### config.mk
export PLATFORM = sky130hd
export DESIGN_NAME = z480_wb_arbiter
export DESIGN_NICKNAME = d
export VERILOG_FILES = /design/src/rtl/z480_wb_arbiter.sv
export SDC_FILE = /design/constraint.sdc
export NUM_CORES = 1
export LEC_CHECK = 0
export ABC_CLOCK_PERIOD_IN_PS = 11300
export CAP_MARGIN = 25
export CORE_ASPECT_RATIO = 1.5
export CORE_MARGIN = 2
export CORE_UTILIZATION = 35
export CTS_CLUSTER_DIAMETER = 60
export CTS_CLUSTER_SIZE = 40
export DETAILED_ROUTE_END_ITERATION = 7
export PLACE_DENSITY = 0.72
export REMOVE_ABC_BUFFERS = 1
export SLEW_MARGIN = 40
export SYNTH_ARGS = -nofsm -noshare
export SYNTH_HDL_FRONTEND = slang
export SYNTH_SLANG_ARGS = --single-unit
### constraint.sdc
create_clock -name clk -period 11.3 [get_ports clk]
set_input_delay 1.695 -clock clk [delete_from_list [all_inputs] [get_ports clk]]
set_output_delay 1.695 -clock clk [all_outputs]
set_load 0.1 [all_outputs]
### src/rtl/z480_wb_arbiter.sv
`default_nettype none
// +----------------------------------------------------------------------------+
// | Module      : z480_wb_arbiter (with z480_pkg)                              |
// | Description : Writeback/CDB arbiter: one holding slot per functional unit, |
// |               rotating-priority pick, registered result broadcast bus.     |
// | Revision    : 1.0 - initial release                                        |
// +----------------------------------------------------------------------------+

package z480_pkg;

  typedef enum logic [2:0] {
    FU_INT    = 3'd0,
    FU_BRANCH = 3'd1,
    FU_MULDIV = 3'd2,
    FU_VEC    = 3'd3,
    FU_MEM    = 3'd4
  } z480_fu_e;

  // 110-bit writeback record; carried through the arbiter untouched.
  typedef struct packed {
    logic [6:0]  rob_idx;
    logic        prd_valid;
    logic [6:0]  prd;
    logic [63:0] value;
    logic [30:0] flags;
  } z480_wb_t;

endpackage

module z480_wb_arbiter
  import z480_pkg::*;
#(
  parameter int N_REQ = 5
) (
  input  logic                 clk,
  input  logic                 rst_n,
  input  logic [N_REQ-1:0]     req_valid,
  output logic [N_REQ-1:0]     req_ready,
  input  z480_wb_t [N_REQ-1:0] req_wb,
  input  logic                 flush,
  output logic                 wb_valid,
  output z480_wb_t             wb,
  output logic [2:0]           wb_fu,
  output logic                 busy
);

  localparam int c_PW = (N_REQ > 1) ? $clog2(N_REQ) : 1;
  localparam int c_IW = c_PW + 1;

  logic [N_REQ-1:0] r_slot_v;
  z480_wb_t         r_slot [N_REQ];
  logic [c_PW-1:0]  r_ptr;
  logic             r_wb_valid;
  z480_wb_t         r_wb;
  logic [2:0]       r_wb_fu;

  logic [N_REQ-1:0] w_gnt;
  logic [N_REQ-1:0] w_accept;
  logic [c_PW-1:0]  w_win;
  logic [c_PW-1:0]  w_pos;
  logic [c_IW-1:0]  w_idx;
  logic             w_any;

  // Rotating search from r_ptr; only held slots compete, never raw requests.
  always_comb begin
    w_gnt = '0;
    w_win = '0;
    w_any = 1'b0;
    w_idx = '0;
    w_pos = '0;
    for (int k = 0; k < N_REQ; k++) begin
      w_idx = {1'b0, r_ptr} + c_IW'(k);
      if (w_idx >= c_IW'(N_REQ)) begin
        w_idx = w_idx - c_IW'(N_REQ);
      end
      w_pos = w_idx[c_PW-1:0];
      if (!w_any && r_slot_v[w_pos]) begin
        w_any = 1'b1;
        w_win = w_pos;
        w_gnt = N_REQ'(1) << w_pos;
      end
    end
  end

  // A slot being drained this cycle can take a new result at the same edge.
  assign req_ready = {N_REQ{rst_n & ~flush}} & (~r_slot_v | w_gnt);
  assign w_accept  = req_valid & req_ready;

  always_ff @(posedge clk) begin
    if (!rst_n) begin
      r_slot_v   <= '0;
      r_ptr      <= '0;
      r_wb_valid <= 1'b0;
      r_wb       <= '0;
      r_wb_fu    <= '0;
      for (int i = 0; i < N_REQ; i++) begin
        r_slot[i] <= '0;
      end
    end else if (flush) begin
      r_slot_v   <= '0;
      r_wb_valid <= 1'b0;
    end else begin
      for (int i = 0; i < N_REQ; i++) begin
        if (w_accept[i]) begin
          r_slot_v[i] <= 1'b1;
          r_slot[i]   <= req_wb[i];
        end else if (w_gnt[i]) begin
          r_slot_v[i] <= 1'b0;
        end
      end
      if (w_any) begin
        r_wb       <= r_slot[w_win];
        r_wb_fu    <= 3'(w_win);
        r_wb_valid <= 1'b1;
        r_ptr      <= (w_win == c_PW'(N_REQ - 1)) ? '0 : w_win + c_PW'(1);
      end else begin
        r_wb_valid <= 1'b0;
      end
    end
  end

  assign wb_valid = r_wb_valid;
  assign wb       = r_wb;
  assign wb_fu    = r_wb_fu;
  assign busy     = (|r_slot_v) | r_wb_valid;

endmodule

`default_nettype wire
# [After elaboration in Yosys (flattened, before gate mapping)]
# Memories as Yosys holds them, arrays and structs flattened. A register that Yosys moved wholly into a read port is not among the register bits.
# Index checks and enable logic that the tools add are counted.
[op_classes] n_addsub=10 n_lt_le_gt_ge=10 eq_ne=1 shift=5 mux=68 bitwise=13 n_reduce_logical=17
[op_table] op="2-to-1 mux 110 bit" count=5
[op_table] op="2-to-1 mux 1 bit" count=42
[op_table] op="2-to-1 mux 3 bit" count=11
[op_table] op="2-to-1 mux 5 bit" count=5
[op_table] op="<< shifter 1 x 3 -> 5 bit (first input constant)" count=5
[op_table] op="< comparator 3 x 4 -> 1 bit (second input constant)" count=5
[op_table] op="greater-or-equal comparator 4 x 3 -> 1 bit (second input constant)" count=4
[op_table] op="binary-select mux 1 bit (select 3 bit)" count=5
[op_table] op="subtractor 3 bit (second input constant)" count=5
[op_table] op="AND 5 bit" count=2
[op_table] op="nonzero test 2 bit" count=5
[op_table] op="adder 3 x 2 -> 4 bit (second input constant)" count=2
[op_table] op="bitwise OR 1 bit" count=6
[op_table] op="zero test 1 bit" count=5
[op_table] op="inverter 5 bit" count=1
[op_table] op="bitwise OR 5 bit" count=1
[op_table] op="OR reduction 5 bit" count=1
[op_table] op="adder 3 x 1 -> 4 bit (second input constant)" count=1
[op_table] op="adder 3 x 3 -> 4 bit (second input constant)" count=1
[op_table] op="logical AND 1 bit" count=4
[op_table] op="adder 3 x 1 -> 3 bit (second input constant)" count=1
[op_table] op="equality test 3 bit (second input constant)" count=1
[op_table] op="greater-or-equal comparator 3 bit (second input constant)" count=1
[op_table] op="inverter 1 bit" count=2
[op_table] op="3 further kinds" count=3
[word_totals] reg_bits=12 mem_bits_rw=550 inputBits=558 output_inout_bits=120 elab_cells=133 mem_count=1
[memory_table] name="r_slot" depth=5 word_bits=110 read_ports=1 rd_ports_with_merged_regs=1 write_ports=5 line="51" rtl="z480_wb_t r_slot [N_REQ];"

# [Longest topological paths before layout]
# Gate-level depths: netlist (run 1).
[logic_depth] word_depth=25 mapped_depth=22 ltp_nobuf=16

# [Worst setup path after synthesis (run 1)]
# No wires, ideal clock.
[synth_timing] path_kind="reg-to-reg" start="reg r_ptr[0]" end="mem r_slot[1][0] (netlist name), enable pin" setup_ns=0.731 arrival_ns=10.550 required_ns=10.569 path_slack_ns=0.019 stages_incl_launch_ff=15 n_path_buf=3 synth_period_minus_slack_ns=11.281 cell_sequence="dfxtp_1 buf_6 buf_2 inv_1 ha_1 inv_1 fa_1 a21o_1 buf_4 mux2i_1 o2111a_2 a211oi_4 a211oi_1 o21a_1 o21ai_0"
[synth_lines] item="start, declared" line="52" rtl="logic [c_PW-1:0] r_ptr;"
[synth_lines] item="start signal, assigned" line="115" rtl="r_ptr <= (w_win == c_PW'(N_REQ - 1)) ? '0 : w_win + c_PW'(1);"
[synth_lines] item="end, declared" line="51"

# [Worst setup path after layout (run 1)]
[layout_timing] start="reg r_ptr[0]" end="out req_ready[4]"
[layout_via] elab_chain_cells=19 word_cells_on_any_way=53 classes_between="9 x add/sub; 5 x order compare; 5 x shift; 24 x mux; 2 x bitwise; 8 x reduce/logical"
[layout_rtl] item="branches (longest 16 deep; another with adder 3 x 1 -> 4 bit)"
[layout_rtl] item="2-to-1 mux 5 bit (*)" line="77" rtl="if (!w_any && r_slot_v[w_pos]) begin"
[layout_rtl] item="bitwise OR 5 bit (*)" line="86" rtl="assign req_ready = {N_REQ{rst_n & ~flush}} & (~r_slot_v | w_gnt);"
[layout_rtl] item="AND 5 bit (*)" line="86"
[layout_rtl] item="end, declared" line="38" rtl="output logic [N_REQ-1:0] req_ready,"
# Mark *: on every way between the ends. The select of a mux whose other input is x is not followed.

==> flow_metrics.py, run 1 <==
metrics = {
    "job": {
        "max-cap-violations": 0,
    },
    "synth": {
        "async_flop_share_pct": 0,
        "syn-cell-area_sq_um": 29900,
        "synthDistinctLibCells": 88,
        "yosysWarnings": 0,
        "synth_edf_count": 550,
        "ys_seq_elements": 672,
        "yosysSeqAreaShare_pct": 63.4,
        "syn_avg_cell_area_sq_um": 14.3,
        "syn_inst": 2091,
        "synth_top_flop_cell": "edfxtp_1",
    },
    "worst_setup_path": {
        "slowest_delay_ns": 0.64,
        "crit_type": "flop to output port",
        "crit_end": "req_ready[4]",
        "critical_path.max_fanout": 48,
        "rr_endpoint": "wb[55]$_SDFFE_PN0P_",
        "crit_family": "compound AO/OA/AOI/OAI gates",
        "reg2reg_depth": 15,
        "arrival_ns": 4.70,
        "ff2ff_setup_slack_ns": 5.28,
        "critPathBufInv": 3,
        "worst_path_max_delay_cell": "o41ai_4",
        "critical_path.startpoint_type": "flop",
        "cp_num_cells": 13,
        "crit_path_cell_trace": "buf_4 > inv_1 > ha_2 > ha_1 > nand2_1 > o21ai_0 > o41ai_4 > a211oi_4 > nor4_1 > o22ai_2 > and3_1 > nor2_1 > buf_2",
        "startpoint": "r_ptr[0]$_SDFFE_PN0P_",
        "cp.required_ns": 9.61,
        "worstReg2RegStart": "r_ptr[0]$_SDFFE_PN0P_",
        "crit_path_end_kind": "output port",
    },
    "route": {
        "detail_route.wl_per_cell_microns": 22.5,
        "num_vias": 19300,
        "drt-pass1-iter-count": 5,
        "viasPerCell": 4.98,
        "wl_mm": 87.0,
        "drt_iter0_drc": 1121,
        "postRouteAntennaNets": 0,
        "drc": 0,
    },
    "clock_tree": {
        "tritoncts": "done",
        "clock_path_buffers": 3,
        "cts_inserted_buffers": 39,
        "clk_latency_ns": 0.61,
        "clockRootBuffer": "clkbuf_16",
        "cts_setup_buffers": 0,
        "htreeDepth": 2,
        "post_cts_resized": 0,
        "cts_hold_buf": 0,
        "cts.sinks": 672,
        "clk_pin_slew_ns": 0.09,
    },
    "sta": {
        "clock_skew_ns": 0.0463,
        "maxSlewHeadroom_pct": 43.8,
        "rsz0062_at_grt": "no",
        "tightest_slew_ns": 0.843,
        "fin_crit_sh_pct": 56.6,
        "finalMaxSlewViolations": 0,
        "layout_setup_ws_ns": 4.90,
        "setup_viol": 0,
        "max_freq_ghz": 0.156,
        "hold_viol": 0,
        "min_period_ns": 6.40,
    },
    "grt": {
        "first_global_vias": 19600,
        "grt_max_degree": 270,
        "antenna_found_initial": 30,
        "grt_overflow": 0,
        "grt_use_total_pct": 19.1,
        "grt_pass1_wl_mm": 127,
    },
    "pwr": {
        "clock_power_share_pct": 19.3,
        "seqPwrFrac_pct": 35.8,
        "p_int_mw": 5.31,
        "p_comb_share_pct": 44.9,
        "switching_share_pct": 40.8,
        "p_leak_nw": 14.0,
        "max-vdd-ir-drop_v": 0.000406,
        "p_switching_mw": 3.66,
        "p_per_area_nw_per_um2": 232,
    },
    "die": {
        "coreArea_sq_um": 84900,
        "io_pins": 678,
        "start_util_pct": 35.2,
        "num_rows": 131,
        "die-width_microns": 243,
        "die_y_microns": 362,
        "dieArea_sq_um": 87900,
    },
    "outcome": {
        "status": "complete, no violations",
    },
    "layout": {
        "area_growth_syn_to_layout_pct": 29.3,
        "drive_gt1_share_pct": 13.4,
        "final_common_cell": "clkdlybuf4s50_1",
        "finish.utilization_pct": 45.6,
        "final_cell_mix": "clkdlybuf4s50_1, and2_1, edfxtp_1",
        "nets": 3254,
    },
    "place": {
        "pre_cts_ws_ns": 5.36,
        "io_buffers": 677,
        "hpwl_mm": 58.1,
        "routabilityCongestion": 0.902,
    },
    "hold_path": {
        "min_path_type": "flop to flop",
    },
}
==> synth_stat cells, drive strengths merged, types with 3 or more instances <==
cell type / n / area (sq um)
buf: 107 / 721
a21oi: 18 / 97.6
o22ai: 4 / 31.3
nand3: 9 / 45.0
o221ai: 111 / 1600
nor3b: 3 / 33.8
o211ai: 3 / 27.5
nor2b: 5 / 31.3
nor3: 7 / 35.0
ha: 9 / 113
a2111oi: 3 / 51.3
nand3b: 4 / 30.0
o21a: 5 / 37.5
and2: 554 / 3470
a211o: 3 / 26.3
xnor2: 3 / 26.3
a211oi: 6 / 67.6
o31ai: 3 / 36.3
or3: 3 / 18.8
a31oi: 5 / 37.5
nand2: 27 / 104
edfxtp: 550 / 16500
dfxtp: 122 / 2440
or3b: 4 / 35.0
nand2b: 9 / 56.3
o21ai: 17 / 88.8
nand4: 4 / 40.0
and3: 3 / 18.8
nor2: 41 / 154
a22oi: 110 / 826
nor4: 3 / 18.8
mux2i: 231 / 2310
clkbuf: 48 / 218
inv: 12 / 45.0
a221oi: 4 / 53.8
==> cell type report <==
class / instances / area [sq um]
Timing Repair Buffer: 709 / 6610
Clock inverter: 31 / 533
Multi-Input combinational cell: 1252 / 10100
Inverter: 12 / 45.0
Clock buffer: 41 / 1000
Fill cell: 7707 / 46200
Sequential cell: 672 / 19000
Antenna cell: 27 / 67.6
Tap cell: 1130 / 1410
==> worst min path at each step <==
| stage | from | slack [ns] | depth (start not counted) | to |
|---|---|---|---|---|
| after floorplan | r_slot[4][100]$_SDFFCE_PN0P_ | 0.46 | 2 | wb[100]$_SDFFE_PN0P_ |
| after global placement | r_slot[4][7]$_SDFFCE_PN0P_ | 0.47 | 2 | wb[7]$_SDFFE_PN0P_ |
| after detailed placement | wb[0]$_SDFFE_PN0P_ | 0.47 | 2 | wb[0]$_SDFFE_PN0P_ |
| after CTS | r_slot[4][55]$_SDFFCE_PN0P_ | 0.47 | 2 | wb[55]$_SDFFE_PN0P_ |
| after global routing | r_slot[4][37]$_SDFFCE_PN0P_ | 0.51 | 2 | wb[37]$_SDFFE_PN0P_ |
| final | r_slot[4][55]$_SDFFCE_PN0P_ | 0.47 | 2 | wb[55]$_SDFFE_PN0P_ |
==> tightest hold or removal path: cells and delay by family (launching register included) <==
kind	cells	cell delay, ns
AOI/OAI and AO/OA	2	0.14
DFF	1	0.32
==> metal layers <==
| metal | share of wire (%) | up-vias | GRT usage (%) |
|---|---|---|---|
| met4 | 3.4 | 6 | 8.37 |
| met5 | 0.040 | - | 0 |
| met2 | 52 | 666 | 33.6 |
| li1 | - | 8990 | - |
| met1 | 38 | 9503 | 22.3 |
| met3 | 6.7 | 132 | 4.35 |
==> registers in the layout, indices dropped and copies added (netlist names) <==
name and count:
r_slot 550, wb 110, r_slot_v 5, r_ptr 3
wb_fu 3, wb_valid 1
==> stage by stage <==
stage                     instances  hold slack, ns  TNS [ns]  total power [mW]  area, sq um
after global routing           3874           0.505         0              9.38        38700
after detailed placement       3772           0.472         0              7.32        37000
final                          3874           0.473         0              8.97        38700
after global placement         3768           0.466         0              7.31        37500
after floorplan                1936           0.463  -1241.88              6.00        29000
after CTS                      3844           0.467         0              9.05        38600
==> cells by family (layout without fill, tap and decap cells) <==
logic type / Yosys count / in the layout / share of synthesized area [%]
xor gates and xnor gates: 4 / 4 / 0.117
buffers and inverters: 167 / 793 / 3.29
and+or+nand+nor: 684 / 684 / 13.9
AOI/OAI and AO/OA: 319 / 319 / 10.9
other: 0 / 27 / 0
DFF: 672 / 672 / 63.4
adders and majority gates: 10 / 10 / 0.443
muxes: 235 / 235 / 7.95
==> power by group through the flow <==
| stage | Sequential, mW | Clock, mW | Combinational [mW] |
|---|---|---|---|
| 2_1_floorplan | 3.82 | 0 | 2.18 |
| 3_3_place_gp | 3.26 | 0 | 4.05 |
| 3_5_place_dp | 3.26 | 0 | 4.05 |
| 4_1_cts | 3.21 | 1.79 | 4.06 |
| 5_1_grt | 3.24 | 1.86 | 4.28 |
| 6_report | 3.21 | 1.73 | 4.03 |
No activity file was read; power rests on OpenSTA's default activity.
==> run 2: changes to the inputs <==
ABC_CLOCK_PERIOD_IN_PS = 5160   (was 11300)
clock period = 5.16 ns   (was 11.3 ns; I/O delays follow)
==> run 2 against run 1 <==
Combinational power up 140%. Critical path type unchanged. Highest routed layer unchanged. Final cell count up 0.90%. Core utilization up 0.98 points.
==> flow_metrics.py, run 2 (synthesized netlist as in run 1, its figures left out) <==
metrics = {
    "route": {
        "postRouteAntennaNets": 0,
        "wl_mm": 89.9,
        "drc": 0,
        "drt-pass1-iter-count": 5,
        "num_vias": 19600,
        "drt_iter0_drc": 1259,
        "viasPerCell": 5.01,
        "detail_route.wl_per_cell_microns": 23.0,
    },
    "layout": {
        "largest_reg_flops": 550,
        "final_common_cell": "clkdlybuf4s50_1",
        "finish.utilization_pct": 46.6,
        "area_growth_syn_to_layout_pct": 32.1,
        "drive_gt1_share_pct": 15.1,
        "nets": 3305,
        "seqCellArea_sq_um": 19000,
        "n_fill_cell": 7637,
        "final_cell_mix": "clkdlybuf4s50_1, and2_1, edfxtp_1",
        "max_flop_register": "r_slot",
        "multi_input_area_sq_um": 10100,
    },
    "sta": {
        "hold_viol": 0,
        "tightest_slew_ns": 0.843,
        "setup_viol": 0,
        "maxSlewHeadroom_pct": 43.8,
        "max_freq_ghz": 0.204,
        "finalMaxSlewViolations": 0,
        "clock_skew_ns": 0.0526,
        "fin_crit_sh_pct": 95.0,
        "rsz0062_at_grt": "no",
        "min_period_ns": 4.90,
    },
    "die": {
        "start_util_pct": 35.2,
        "io_pins": 678,
        "num_rows": 131,
        "die_y_microns": 362,
        "coreArea_sq_um": 84900,
        "dieArea_sq_um": 87900,
        "die-width_microns": 243,
    },
    "worst_setup_path": {
        "crit_path_cell_trace": "buf_4 > ha_1 > inv_1 > fa_1 > a21o_1 > mux2i_1 > o32a_1 > buf_4 > a211o_1 > or3_1 > a31oi_1 > nor2_1 > nor2_1 > buf_12",
        "cp.required_ns": 4.39,
        "critical_path.startpoint_type": "flop",
        "rr_endpoint": "wb[28]$_SDFFE_PN0P_",
        "worstReg2RegStart": "r_ptr[1]$_SDFFE_PN0P_",
        "ff2ff_setup_slack_ns": 0.74,
        "crit_path_end_kind": "output port",
        "worst_path_max_delay_cell": "fa_1",
        "arrival_ns": 4.13,
        "reg2reg_depth": 15,
        "crit_type": "flop to output port",
        "critical_path.max_fanout": 14,
        "slowest_delay_ns": 0.42,
    },
    "hold_path": {
        "hold_depth": 2,
        "min_path_type": "flop to flop",
        "min_from": "r_slot[4][68]$_SDFFCE_PN0P_",
        "min_to": "wb[68]$_SDFFE_PN0P_",
    },
    "clock_tree": {
        "cts_inserted_buffers": 42,
        "clk_latency_ns": 0.62,
        "clock_path_buffers": 3,
        "clk_pin_slew_ns": 0.10,
        "htreeDepth": 2,
        "cts_hold_buf": 0,
        "cts.sinks": 672,
        "tritoncts": "done",
        "clockRootBuffer": "clkbuf_16",
    },
    "place": {
        "io_buffers": 677,
        "routabilityCongestion": 0.891,
        "hpwl_mm": 62.5,
    },
    "grt": {
        "antenna_found_initial": 10,
        "first_global_vias": 20500,
        "grt_max_degree": 81,
        "grt_use_total_pct": 19.9,
        "grt_overflow": 0,
        "grt_pass1_wl_mm": 132,
    },
    "outcome": {
        "status": "complete, no violations",
    },
    "pwr": {
        "p_per_area_nw_per_um2": 520,
        "max-vdd-ir-drop_v": 0.000333,
        "power.total_mw": 20.5,
        "p_leak_nw": 14.5,
    },
    "job": {
        "max-cap-violations": 0,
    },
}
==> run 2: how the worst max path moves through the flow <==
| stage | cells past startpoint | endpoint | start | slack (ns) |
|---|---|---|---|---|
| 2_1_floorplan | 13 | r_ptr[2]$_SDFFE_PN0P_ | r_ptr[0]$_SDFFE_PN0P_ | -16.59 |
| 3_3_place_gp | 12 | req_ready[4] | r_ptr[1]$_SDFFE_PN0P_ | 0.65 |
| 3_5_place_dp | 12 | req_ready[4] | r_ptr[1]$_SDFFE_PN0P_ | 0.64 |
| 4_1_cts | 13 | req_ready[4] | r_ptr[0]$_SDFFE_PN0P_ | 0.03 |
| 5_1_grt | 14 | req_ready[4] | r_ptr[0]$_SDFFE_PN0P_ | 0.009 |
| 6_report | 14 | req_ready[2] | r_ptr[1]$_SDFFE_PN0P_ | 0.26 |
==> run 2: metrics by stage <==
step                instances  setup slack [ns]  instance area [sq um]  setup TNS (ns)  hold WS (ns)
finish                   3909             0.260                  39500               0         0.484
global placement         3822             0.647                  38400               0         0.466
CTS                      3899            0.0254                  39500               0         0.486
global route             3908           0.00850                  39500               0         0.493
floorplan                1936            -16.59                  29000        -4715.97         0.463
detailed placement       3822             0.637                  37900               0         0.470
==> run 2: area by class of cell <==
cell class | instances | area share, %
sequential | 672 | 48.0
multi-input combinational | 1252 | 25.5
timing repair buffer | 757 | 18.7
tap | 1130 | 3.58
clock buffer | 46 | 2.83
clock inverter | 31 | 1.28
inverter | 12 | 0.114
antenna | 9 | 0.0570
==> run 2: power breakdown <==
part	switching, mW	leakage, nW	internal, mW
clock network	2.13	0.772	1.84
registers	0.282	6.69	6.75
logic	5.85	7.02	3.69
total	8.26	14.5	12.3
==> run 2: timing repair <==
item	4_1_cts	5_1_grt
resized for setup	1	3
setup buffers	0	1
pin swaps	0	1
endpoints found under the setup margin	1	1
==> run 2: critical path: cells and delay by family, from the launching register on <==
family / cells / cell delay, ns
AO/OA/AOI/OAI: 4 / 1.13
buffers and inverters: 4 / 0.64
AND/OR/NAND/NOR: 3 / 0.64
adder cells (fa/ha/maj): 2 / 0.59
flip-flops: 1 / 0.33
multiplexers: 1 / 0.19
==> run 2: metal layers <==
layer,up-vias,track usage (%),share of wire (%)
li1,9093,-,-
met3,149,4.01,6.5
met4,2,8.24,3.9
met5,-,0,0.017
met2,732,36.3,53
met1,9616,22.7,37
